===== src/rtl/mac_rx_udp_payload_extract_if.sv =====
// Byte-stream bundle between the MAC rx strip stage, the UDP payload extractor and the BFD receiver.
// The slave side consumes mac_rx_* and produces pl_*.
interface mac_rx_udp_payload_extract_if;
    logic [7:0] mac_rx_data_i;
    logic       mac_rx_valid_i;
    logic       mac_rx_sof_i;
    logic       mac_rx_eof_i;
    logic [7:0] pl_data_o;
    logic       pl_valid_o;
    logic       pl_sof_o;
    logic       pl_eof_o;
    logic       pl_err_o;

    modport slave (
        input  mac_rx_data_i, mac_rx_valid_i, mac_rx_sof_i, mac_rx_eof_i,
        output pl_data_o, pl_valid_o, pl_sof_o, pl_eof_o, pl_err_o
    );

    modport master (
        output mac_rx_data_i, mac_rx_valid_i, mac_rx_sof_i, mac_rx_eof_i,
        input  pl_data_o, pl_valid_o, pl_sof_o, pl_eof_o, pl_err_o
    );
endinterface


===== src/rtl/mac_rx_udp_payload_extract.sv =====
// Parses Ethernet II / IPv4 (IHL=5) / UDP headers from the rx byte stream, filters on destination
// MAC/IP/port and forwards only the UDP payload with latched sender fields.
module mac_rx_udp_payload_extract #(
    parameter logic [15:0] UDP_PORT = 16'd3784,
    parameter bit          CHECK_IP = 1'b1
) (
    input  logic                               clk,
    input  logic                               rst,
    mac_rx_udp_payload_extract_if.slave        bus,
    input  logic [47:0]                        local_mac,
    input  logic [31:0]                        local_ip,
    output logic [47:0]                        src_mac_o,
    output logic [31:0]                        src_ip_o,
    output logic [15:0]                        src_port_o,
    output logic [15:0]                        cnt_pass_o,
    output logic [15:0]                        cnt_drop_o
);

    typedef enum logic [1:0] {StIdle, StHdr, StPayload, StDrop} state_e;

    state_e      state_q, state_d;
    logic [5:0]  n_q, n_d;
    logic [15:0] rem_q, rem_d;
    logic        first_q, first_d;
    logic [39:0] hdr_q, hdr_d;
    logic [15:0] udp_len_q, udp_len_d;
    logic [47:0] sh_mac_q, sh_mac_d;
    logic [31:0] sh_ip_q, sh_ip_d;
    logic [15:0] sh_port_q, sh_port_d;
    logic [7:0]  pl_data_q, pl_data_d;
    logic        pl_valid_q, pl_valid_d;
    logic        pl_sof_q, pl_sof_d;
    logic        pl_eof_q, pl_eof_d;
    logic        pl_err_q, pl_err_d;
    logic [1:0]  drop_add;
    logic        pass_inc;
    logic        start, hdr_byte, hdr_fail;
    logic [5:0]  idx;
    logic [47:0] word;
    logic [16:0] drop_sum;

    assign start    = bus.mac_rx_valid_i & bus.mac_rx_sof_i;
    assign hdr_byte = bus.mac_rx_valid_i & (bus.mac_rx_sof_i | (state_q == StHdr));
    assign idx      = start ? 6'd0 : n_q;
    // Current byte appended to the last five header bytes: every multi-byte field ends here.
    assign word     = {hdr_q, bus.mac_rx_data_i};

    always_comb begin
        hdr_fail = 1'b0;
        case (idx)
            6'd5:    hdr_fail = (word != local_mac) && (word != 48'hFFFF_FFFF_FFFF);
            6'd13:   hdr_fail = word[15:0] != 16'h0800;
            6'd14:   hdr_fail = word[7:0] != 8'h45;
            6'd23:   hdr_fail = word[7:0] != 8'h11;
            6'd33:   hdr_fail = CHECK_IP && (word[31:0] != local_ip);
            6'd37:   hdr_fail = word[15:0] != UDP_PORT;
            6'd39:   hdr_fail = word[15:0] < 16'd9;
            default: hdr_fail = 1'b0;
        endcase
    end

    always_comb begin
        state_d    = state_q;
        n_d        = n_q;
        rem_d      = rem_q;
        first_d    = first_q;
        hdr_d      = hdr_q;
        udp_len_d  = udp_len_q;
        sh_mac_d   = sh_mac_q;
        sh_ip_d    = sh_ip_q;
        sh_port_d  = sh_port_q;
        pl_data_d  = pl_data_q;
        pl_valid_d = 1'b0;
        pl_sof_d   = 1'b0;
        pl_eof_d   = 1'b0;
        pl_err_d   = 1'b0;
        drop_add   = 2'd0;
        pass_inc   = 1'b0;

        if (bus.mac_rx_valid_i) hdr_d = word[39:0];

        // A new sof terminates whatever frame was in flight, exactly like an eof would.
        if (start) begin
            if (state_q == StHdr) begin
                drop_add = drop_add + 2'd1;
            end else if (state_q == StPayload) begin
                pl_eof_d = 1'b1;
                pl_err_d = 1'b1;
            end
        end

        if (hdr_byte) begin
            state_d = StHdr;
            n_d     = idx + 6'd1;
            case (idx)
                6'd11:   sh_mac_d  = word;
                6'd29:   sh_ip_d   = word[31:0];
                6'd35:   sh_port_d = word[15:0];
                6'd39:   udp_len_d = word[15:0];
                default: ;
            endcase
            if (hdr_fail) begin
                state_d  = StDrop;
                drop_add = drop_add + 2'd1;
            end else if (idx == 6'd41) begin
                state_d = StPayload;
                rem_d   = udp_len_q - 16'd8;
                first_d = 1'b1;
            end
        end else if ((state_q == StPayload) && bus.mac_rx_valid_i) begin
            pl_valid_d = 1'b1;
            pl_data_d  = bus.mac_rx_data_i;
            pl_sof_d   = first_q;
            first_d    = 1'b0;
            rem_d      = rem_q - 16'd1;
            if (rem_q == 16'd1) begin
                pl_eof_d = 1'b1;
                pass_inc = 1'b1;
                state_d  = StDrop;
            end
        end

        if (bus.mac_rx_eof_i) begin
            state_d = StIdle;
            if (hdr_byte || (state_q == StHdr)) begin
                if (!(hdr_byte && hdr_fail)) drop_add = drop_add + 2'd1;
            end else if ((state_q == StPayload) && !pl_eof_d) begin
                pl_eof_d = 1'b1;
                pl_err_d = 1'b1;
            end
        end
    end

    assign drop_sum = {1'b0, cnt_drop_o} + {15'd0, drop_add};

    always_ff @(posedge clk or posedge rst) begin
        if (rst) begin
            state_q    <= StIdle;
            n_q        <= '0;
            rem_q      <= '0;
            first_q    <= 1'b0;
            hdr_q      <= '0;
            udp_len_q  <= '0;
            sh_mac_q   <= '0;
            sh_ip_q    <= '0;
            sh_port_q  <= '0;
            pl_data_q  <= '0;
            pl_valid_q <= 1'b0;
            pl_sof_q   <= 1'b0;
            pl_eof_q   <= 1'b0;
            pl_err_q   <= 1'b0;
            src_mac_o  <= '0;
            src_ip_o   <= '0;
            src_port_o <= '0;
            cnt_pass_o <= '0;
            cnt_drop_o <= '0;
        end else begin
            state_q    <= state_d;
            n_q        <= n_d;
            rem_q      <= rem_d;
            first_q    <= first_d;
            hdr_q      <= hdr_d;
            udp_len_q  <= udp_len_d;
            sh_mac_q   <= sh_mac_d;
            sh_ip_q    <= sh_ip_d;
            sh_port_q  <= sh_port_d;
            pl_data_q  <= pl_data_d;
            pl_valid_q <= pl_valid_d;
            pl_sof_q   <= pl_sof_d;
            pl_eof_q   <= pl_eof_d;
            pl_err_q   <= pl_err_d;
            if (pl_sof_d) begin
                src_mac_o  <= sh_mac_q;
                src_ip_o   <= sh_ip_q;
                src_port_o <= sh_port_q;
            end
            if (pass_inc && (cnt_pass_o != 16'hFFFF)) cnt_pass_o <= cnt_pass_o + 16'd1;
            cnt_drop_o <= drop_sum[16] ? 16'hFFFF : drop_sum[15:0];
        end
    end

    assign bus.pl_data_o  = pl_data_q;
    assign bus.pl_valid_o = pl_valid_q;
    assign bus.pl_sof_o   = pl_sof_q;
    assign bus.pl_eof_o   = pl_eof_q;
    assign bus.pl_err_o   = pl_err_q;

endmodule

===== src/flat_wrapper.sv =====
// flat-port wrapper written by rule: the top's interface ports become plain ports
module mac_rx_udp_payload_extract_flat 
#(
    parameter logic [15:0] UDP_PORT = 16'd3784,
    parameter bit          CHECK_IP = 1'b1
)
  (clk, rst, local_mac, local_ip, src_mac_o, src_ip_o, src_port_o, cnt_pass_o, cnt_drop_o, bus_mac_rx_data_i, bus_mac_rx_valid_i, bus_mac_rx_sof_i, bus_mac_rx_eof_i, bus_pl_data_o, bus_pl_valid_o, bus_pl_sof_o, bus_pl_eof_o, bus_pl_err_o);
  mac_rx_udp_payload_extract_if bus_i ();
  input  logic clk;
  input  logic rst;
  input  logic [47:0] local_mac;
  input  logic [31:0] local_ip;
  output logic [47:0] src_mac_o;
  output logic [31:0] src_ip_o;
  output logic [15:0] src_port_o;
  output logic [15:0] cnt_pass_o;
  output logic [15:0] cnt_drop_o;
  input wire logic [$bits(bus_i.mac_rx_data_i)-1:0] bus_mac_rx_data_i;
  input wire logic [$bits(bus_i.mac_rx_valid_i)-1:0] bus_mac_rx_valid_i;
  input wire logic [$bits(bus_i.mac_rx_sof_i)-1:0] bus_mac_rx_sof_i;
  input wire logic [$bits(bus_i.mac_rx_eof_i)-1:0] bus_mac_rx_eof_i;
  output wire logic [$bits(bus_i.pl_data_o)-1:0] bus_pl_data_o;
  output wire logic [$bits(bus_i.pl_valid_o)-1:0] bus_pl_valid_o;
  output wire logic [$bits(bus_i.pl_sof_o)-1:0] bus_pl_sof_o;
  output wire logic [$bits(bus_i.pl_eof_o)-1:0] bus_pl_eof_o;
  output wire logic [$bits(bus_i.pl_err_o)-1:0] bus_pl_err_o;
  assign bus_i.mac_rx_data_i = bus_mac_rx_data_i;
  assign bus_i.mac_rx_valid_i = bus_mac_rx_valid_i;
  assign bus_i.mac_rx_sof_i = bus_mac_rx_sof_i;
  assign bus_i.mac_rx_eof_i = bus_mac_rx_eof_i;
  assign bus_pl_data_o = bus_i.pl_data_o;
  assign bus_pl_valid_o = bus_i.pl_valid_o;
  assign bus_pl_sof_o = bus_i.pl_sof_o;
  assign bus_pl_eof_o = bus_i.pl_eof_o;
  assign bus_pl_err_o = bus_i.pl_err_o;
  mac_rx_udp_payload_extract #(.UDP_PORT(UDP_PORT), .CHECK_IP(CHECK_IP)) u_core (.clk(clk), .rst(rst), .bus(bus_i), .local_mac(local_mac), .local_ip(local_ip), .src_mac_o(src_mac_o), .src_ip_o(src_ip_o), .src_port_o(src_port_o), .cnt_pass_o(cnt_pass_o), .cnt_drop_o(cnt_drop_o));
endmodule

===== config.mk =====
export PLATFORM = sky130hd
export DESIGN_NAME = mac_rx_udp_payload_extract_flat
export DESIGN_NICKNAME = d
export VERILOG_FILES = /design/src/rtl/mac_rx_udp_payload_extract_if.sv /design/src/rtl/mac_rx_udp_payload_extract.sv /design/src/flat_wrapper.sv
export SDC_FILE = /design/constraint.sdc
export NUM_CORES = 1
export LEC_CHECK = 0
export ABC_AREA = 1
export CAP_MARGIN = 0
export CORE_ASPECT_RATIO = 0.9
export CORE_UTILIZATION = 45
export CTS_CLUSTER_DIAMETER = 120
export CTS_CLUSTER_SIZE = 14
export DETAILED_ROUTE_END_ITERATION = 6
export GPL_ROUTABILITY_DRIVEN = 0
export PLACE_DENSITY = 0.79
export SLEW_MARGIN = 20
export SYNTH_ARGS = -nofsm -noshare
export SYNTH_HDL_FRONTEND = slang
export SYNTH_SLANG_ARGS = --single-unit

===== constraint.sdc =====
create_clock -name clk -period 14.8 [get_ports clk]
set_input_delay 2.96 -clock clk [delete_from_list [all_inputs] [get_ports clk]]
set_output_delay 2.96 -clock clk [all_outputs]
set_load 0.02 [all_outputs]

Word-level counts from Yosys, hierarchy flattened
Index checks and enable logic that the tools add are counted. W data, S select, Z words.

Bits in registers: 317. Input bits: 93. Logic and storage cells: 115. Output and inout bits: 140.

Bitwise gates (word level): 4. Reductions and logical operators: 17. Magnitude comparators: 1. Mux-type cells: 43. Add/subtract/negate cells: 7. Eq/ne operators: 24.

Operator list (number): $mux W16 (5); $ne A48 B48 Y1 (1); $ne A48 B48 Y1 const B (1); $ne A16 B12 Y1 const B (2); $ne A32 B32 Y1 (1); $eq A6 B6 Y1 const B (5); $mux W1 (24); $mux W2 (12); $eq A6 B4 Y1 const B (3); $add A16 B2 Y17 (1); $add A16 B1 Y16 const B (1); $eq A16 B1 Y1 const B (1); $lt A16 B4 Y1 const B (1); $ne A16 B16 Y1 const B (1); $sub A16 B1 Y16 const B (1); $sub A16 B4 Y16 const B (1); $eq A6 B5 Y1 const B (2); $reduce_and A2 Y1 (6); $ne A8 B5 Y1 const B (1); $ne A8 B7 Y1 const B (1); $pmux W1 S7 (1); $add A6 B1 Y6 const B (1); $eq A6 B3 Y1 const B (1); $mux W6 (1); other kinds (13) (21).

Longest topological paths before layout
Depth after elaboration: 12. Depth in mapped cells: 28. Gate-level depth less buffers: 27.

Worst setup path before layout
Ideal clock, no wire load.

Path type: input port to flip-flop. Start point: in bus_mac_rx_valid_i. End point: reg u_core.cnt_drop_o[9]. Path slack: 8.725 ns. Data required time: 14.662 ns. Arrival time: 5.937 ns. Setup time: 0.138 ns. Stages: 24. Buffers on the path: 2. Path through: nand2_2 -> buf_6 -> inv_2 -> nor2_1 -> ha_1 -> inv_1 -> nor2_1 -> nand3_1 -> nand2_1 -> nand3_1 -> a21oi_1 -> nand3_1 -> ha_1 -> nand3_1 -> nand2_1 -> ha_1 -> fa_1 -> nand3_1 -> nor3_2 -> inv_1 -> nor3_2 -> nand4_1 -> clkbuf_1 -> nand3_1.

Longest elaborated chain between the ends: 12. Elaborated cells between the ends (all ways): 23. Those cells by class: 3 x add/sub; 7 x eq/ne; 9 x mux; 2 x bitwise; 2 x reduce/logical.

RTL lines: start, declared (line flat_wrapper.sv:19) `input wire logic [$bits(bus_i.mac_rx_valid_i)-1:0] bus_mac_rx_valid_i;`; $and A1 B1 Y1 (line mac_rx_udp_payload_extract.sv:42) `assign start = bus.mac_rx_valid_i & bus.mac_rx_sof_i;`; $mux W6 (line mac_rx_udp_payload_extract.sv:44) `assign idx = start ? 6'd0 : n_q;`; $eq A6 B6 Y1 (tied with other cells) (line mac_rx_udp_payload_extract.sv:50) `case (idx)`; $pmux W1 S7 (line mac_rx_udp_payload_extract.sv:50); $mux W2 (line mac_rx_udp_payload_extract.sv:102) `if (hdr_fail) begin`; $mux W2 (line mac_rx_udp_payload_extract.sv:92) `if (hdr_byte) begin`; $add A2 B1 Y2 (line mac_rx_udp_payload_extract.sv:126) `if (!(hdr_byte && hdr_fail)) drop_add = drop_add + 2'd1;`; $mux W2 (line mac_rx_udp_payload_extract.sv:126); $mux W2 (line mac_rx_udp_payload_extract.sv:125) `if (hdr_byte || (state_q == StHdr)) begin`; $mux W2 * (line mac_rx_udp_payload_extract.sv:123) `if (bus.mac_rx_eof_i) begin`; $add A16 B2 Y17 * (line mac_rx_udp_payload_extract.sv:134) `assign drop_sum = {1'b0, cnt_drop_o} + {15'd0, drop_add};`; $mux W16 * (line mac_rx_udp_payload_extract.sv:178) `cnt_drop_o <= drop_sum[16] ? 16'hFFFF : drop_sum[15:0];`; end signal, assigned (line mac_rx_udp_payload_extract.sv:178); end, declared (line mac_rx_udp_payload_extract.sv:16) `output logic [15:0] cnt_drop_o`.

Every way passes the cells marked *; elsewhere a longest branch is shown, timed or not. A chain may end at the register's enable or synchronous reset.

Worst setup path after layout
Start point: in bus_mac_rx_valid_i. End point: reg u_core.cnt_drop_o[10].

Same word-level chain as after synthesis.

==> flow_summary.ini <==
[placed_design]
placed_cells = 2355
post_dp_cell_area_um2 = 17240
io_buffers = 232
dpl_worst_slack_ps = 7350
post-dp-hpwl_mm = 27.39

[global_routing]
grt_max_degree = 125
antenna_found_initial = 0
grt_usage_pct = 23.70
grt_pass1_wl_mm = 62.80
grt_pass1_vias = 11977
grt_overflow_total = 0

[sta]
timing.fmax_ghz = 0.1444
rsz0062_at_grt = no
maxSlewViolCount = 0
period_minus_slack_ps = 6926
whs_ps = 469.1
hold_viol_final = 0
fin_setup_tns_ps = 0
setup_viol = 0
worstMarginPinSlew_ps = 1114
max_slew_margin_pct = 25.74
worst_slack_ps = 7874
period_share_pct = 46.79
fin_skew_ps = 10.73

[route]
wirelength_mm = 38.75
vias_per_cell = 5.185
drc_errors = 30
dr_total_vias = 12357
dr.first_iter.drc_count = 1177
first_pass_iters = 7
wire_per_inst_um = 16.26
ant_nets = 0

[critical_path]
critPathSlowestCell = buf_4
required_ps = 15260
end_kind = flop
crit_type = in -> reg
regToRegSetupSlack_ps = 10650
worst_path_most_repeated_cell = nand3_1
crit_path_max_fanout = 83
critPathLaunchType = input pin
critical_path.top_delay_family = simple AND/OR/NAND/NOR gates
cp.buffers_inverters = 6
critPathMaxStageDelay_ps = 540
cp.arrival_ps = 7380

[synthesis]
syn-num-nets = 1871
synth_compound_area_share_pct = 8.230
synth_top_family_by_area = simple AND/OR/NAND/NOR gates
synth-xor-area-share_pct = 5.773
synthAdderAreaFrac_pct = 0.9862
avgSynthCellArea_um2 = 8.329
synth_warnings = 0
synth-main-ff-cell = dfrtp_1
seq_area_frac_synth_pct = 53.90
synthDistinctLibCells = 41
async_reset_ff_share_pct = 100.0
synth-edff-count = 0
synth_simple_gate_area_share_pct = 24.88
netlist_instances = 1767
yosys_register_bits = 317
synth_area_um2 = 14720
synthMuxAreaShare_pct = 0

[clock_network]
cts_sinks = 317
max-clock-path-buffers = 3
cts.root.buffer_cell = clkbuf_16
htree_levels = 1
cts_tree = yes
cts_buffers = 26
hold_buffers = 0
clk_latency_ps = 540
cts_resized = 0
post_cts_buffers = 0
path_clk_slew_ps = 60

[die]
dieHeight_um = 173.6
start_util_pct = 45.93
die_area_um2 = 33430
dieWidth_um = 192.6
row_count = 62
io_pins = 233
core_area_um2 = 32040

[layout]
design_area_um2 = 17910
mostFrequentLayoutCell = nand2_1
multi_input_area_um2 = 5872
fin_nets = 2071
seq_area_um2 = 7933
final_cell_mix = 687 x nand2_1, 317 x dfrtp_1, 231 x clkdlybuf4s50_1
drive_gt1_share_pct = 3.711
n_antenna_cell = 0
area_growth_pct = 21.71
finalNonFillerCells = 2383
fillers = 2815
fin_util_pct = 55.91

[job]
cap_violations = 0

[pwr]
finalPower_mw = 2.324
power_density_nw_per_um2 = 129.7
p_leak_nw = 8.477
peakVddDrop_v = 0.00008130

[hold_path]
hp-class = reg -> reg

[run_status]
status = finished with violations
violations = DRC
[final timing paths]
kind                                                  from                          endpoint  cells after the start
hold reg to reg            u_core.sh_mac_q[15]$_DFFE_PP0P_  u_core.src_mac_o[15]$_DFFE_PP0P_                      2
max in group asynchronous                              rst   u_core.sh_mac_q[44]$_DFFE_PP0P_                      4
hold / removal             u_core.sh_mac_q[15]$_DFFE_PP0P_  u_core.src_mac_o[15]$_DFFE_PP0P_                      2
setup / recovery                        bus_mac_rx_valid_i   u_core.cnt_drop_o[10]$_DFF_PP0_                     25
setup reg to reg               u_core.hdr_q[1]$_DFFE_PP0P_   u_core.cnt_drop_o[10]$_DFF_PP0_                     21
min in group asynchronous                              rst  u_core.src_port_o[9]$_DFFE_PP0P_                      2
[worst register-to-register path, delay by kind of cell (launching register included)]
family / cells / cell delay (ps)
flip-flops: 1 / 500
buffers and inverters: 2 / 490
AO/OA/AOI/OAI: 1 / 200
adder cells (fa/ha/maj): 3 / 720
AND/OR/NAND/NOR: 15 / 2160
[final cells by class]
type / instances / area share [%]
multi-input combinational: 1241 / 32.78
timing repair buffer: 239 / 13.23
clock buffer: 26 / 3.632
sequential: 317 / 44.29
clock inverter: 2 / 0.1327
inverter: 142 / 3.032
tap: 416 / 2.906
[cell families (layout without fill, tap and decap cells)]
logic type | Yosys count | count (layout)
simple gates | 900 | 900
flops | 317 | 317
compound gates | 233 | 233
buf+inv | 209 | 409
xor+xnor | 97 | 97
fa+ha+maj | 11 | 11
[Yosys cell counts, drive strengths merged (2+ instances only)]
cell type	number	area, µm²
inv	142	535.5
nand3	39	200.2
xnor2	80	700.7
nor4	3	25.02
nand3b	3	22.52
buf	33	254.0
nor3	35	200.2
o211ai	4	30.03
nand4	20	131.4
o21ai	205	1026
a21oi	7	35.03
a31oi	7	43.79
nand2	692	2620
nor2	102	422.9
xor2	17	148.9
or2	5	31.28
dfrtp	317	7933
o22ai	2	12.51
o31ai	4	30.03
clkbuf	34	127.6
ha	10	125.1
[power by group]
part           total [mW]  internal (mW)  switching (mW)
logic               0.603          0.255           0.348
registers            1.11          0.999           0.115
clock network       0.607          0.311           0.296
total                2.32           1.57           0.758
[metal layers]
layer	global-route usage [%]	routed length, µm
met5	0	0
met4	7.940	1279
met3	3.543	2598
met2	37.46	17910
met1	33.32	16970
[registers in the layout (all words and copies together) (netlist names)]
| signal | count |
|---|---|
| u_core.bus.pl_sof_o | 1 |
| u_core.n_q | 6 |
| u_core.bus.pl_valid_o | 1 |
| u_core.cnt_drop_o | 16 |
| u_core.sh_mac_q | 48 |
| u_core.src_mac_o | 48 |
| u_core.bus.pl_err_o | 1 |
| u_core.sh_port_q | 16 |
| u_core.cnt_pass_o | 16 |
| u_core.src_ip_o | 32 |
| u_core.rem_q | 16 |
| u_core.udp_len_q | 16 |
| u_core.bus.pl_data_o | 8 |
| u_core.state_q | 2 |
| u_core.hdr_q | 40 |
| u_core.first_q | 1 |
| u_core.bus.pl_eof_o | 1 |
| u_core.sh_ip_q | 32 |
| u_core.src_port_o | 16 |
Power figures use the tool's default switching activity.
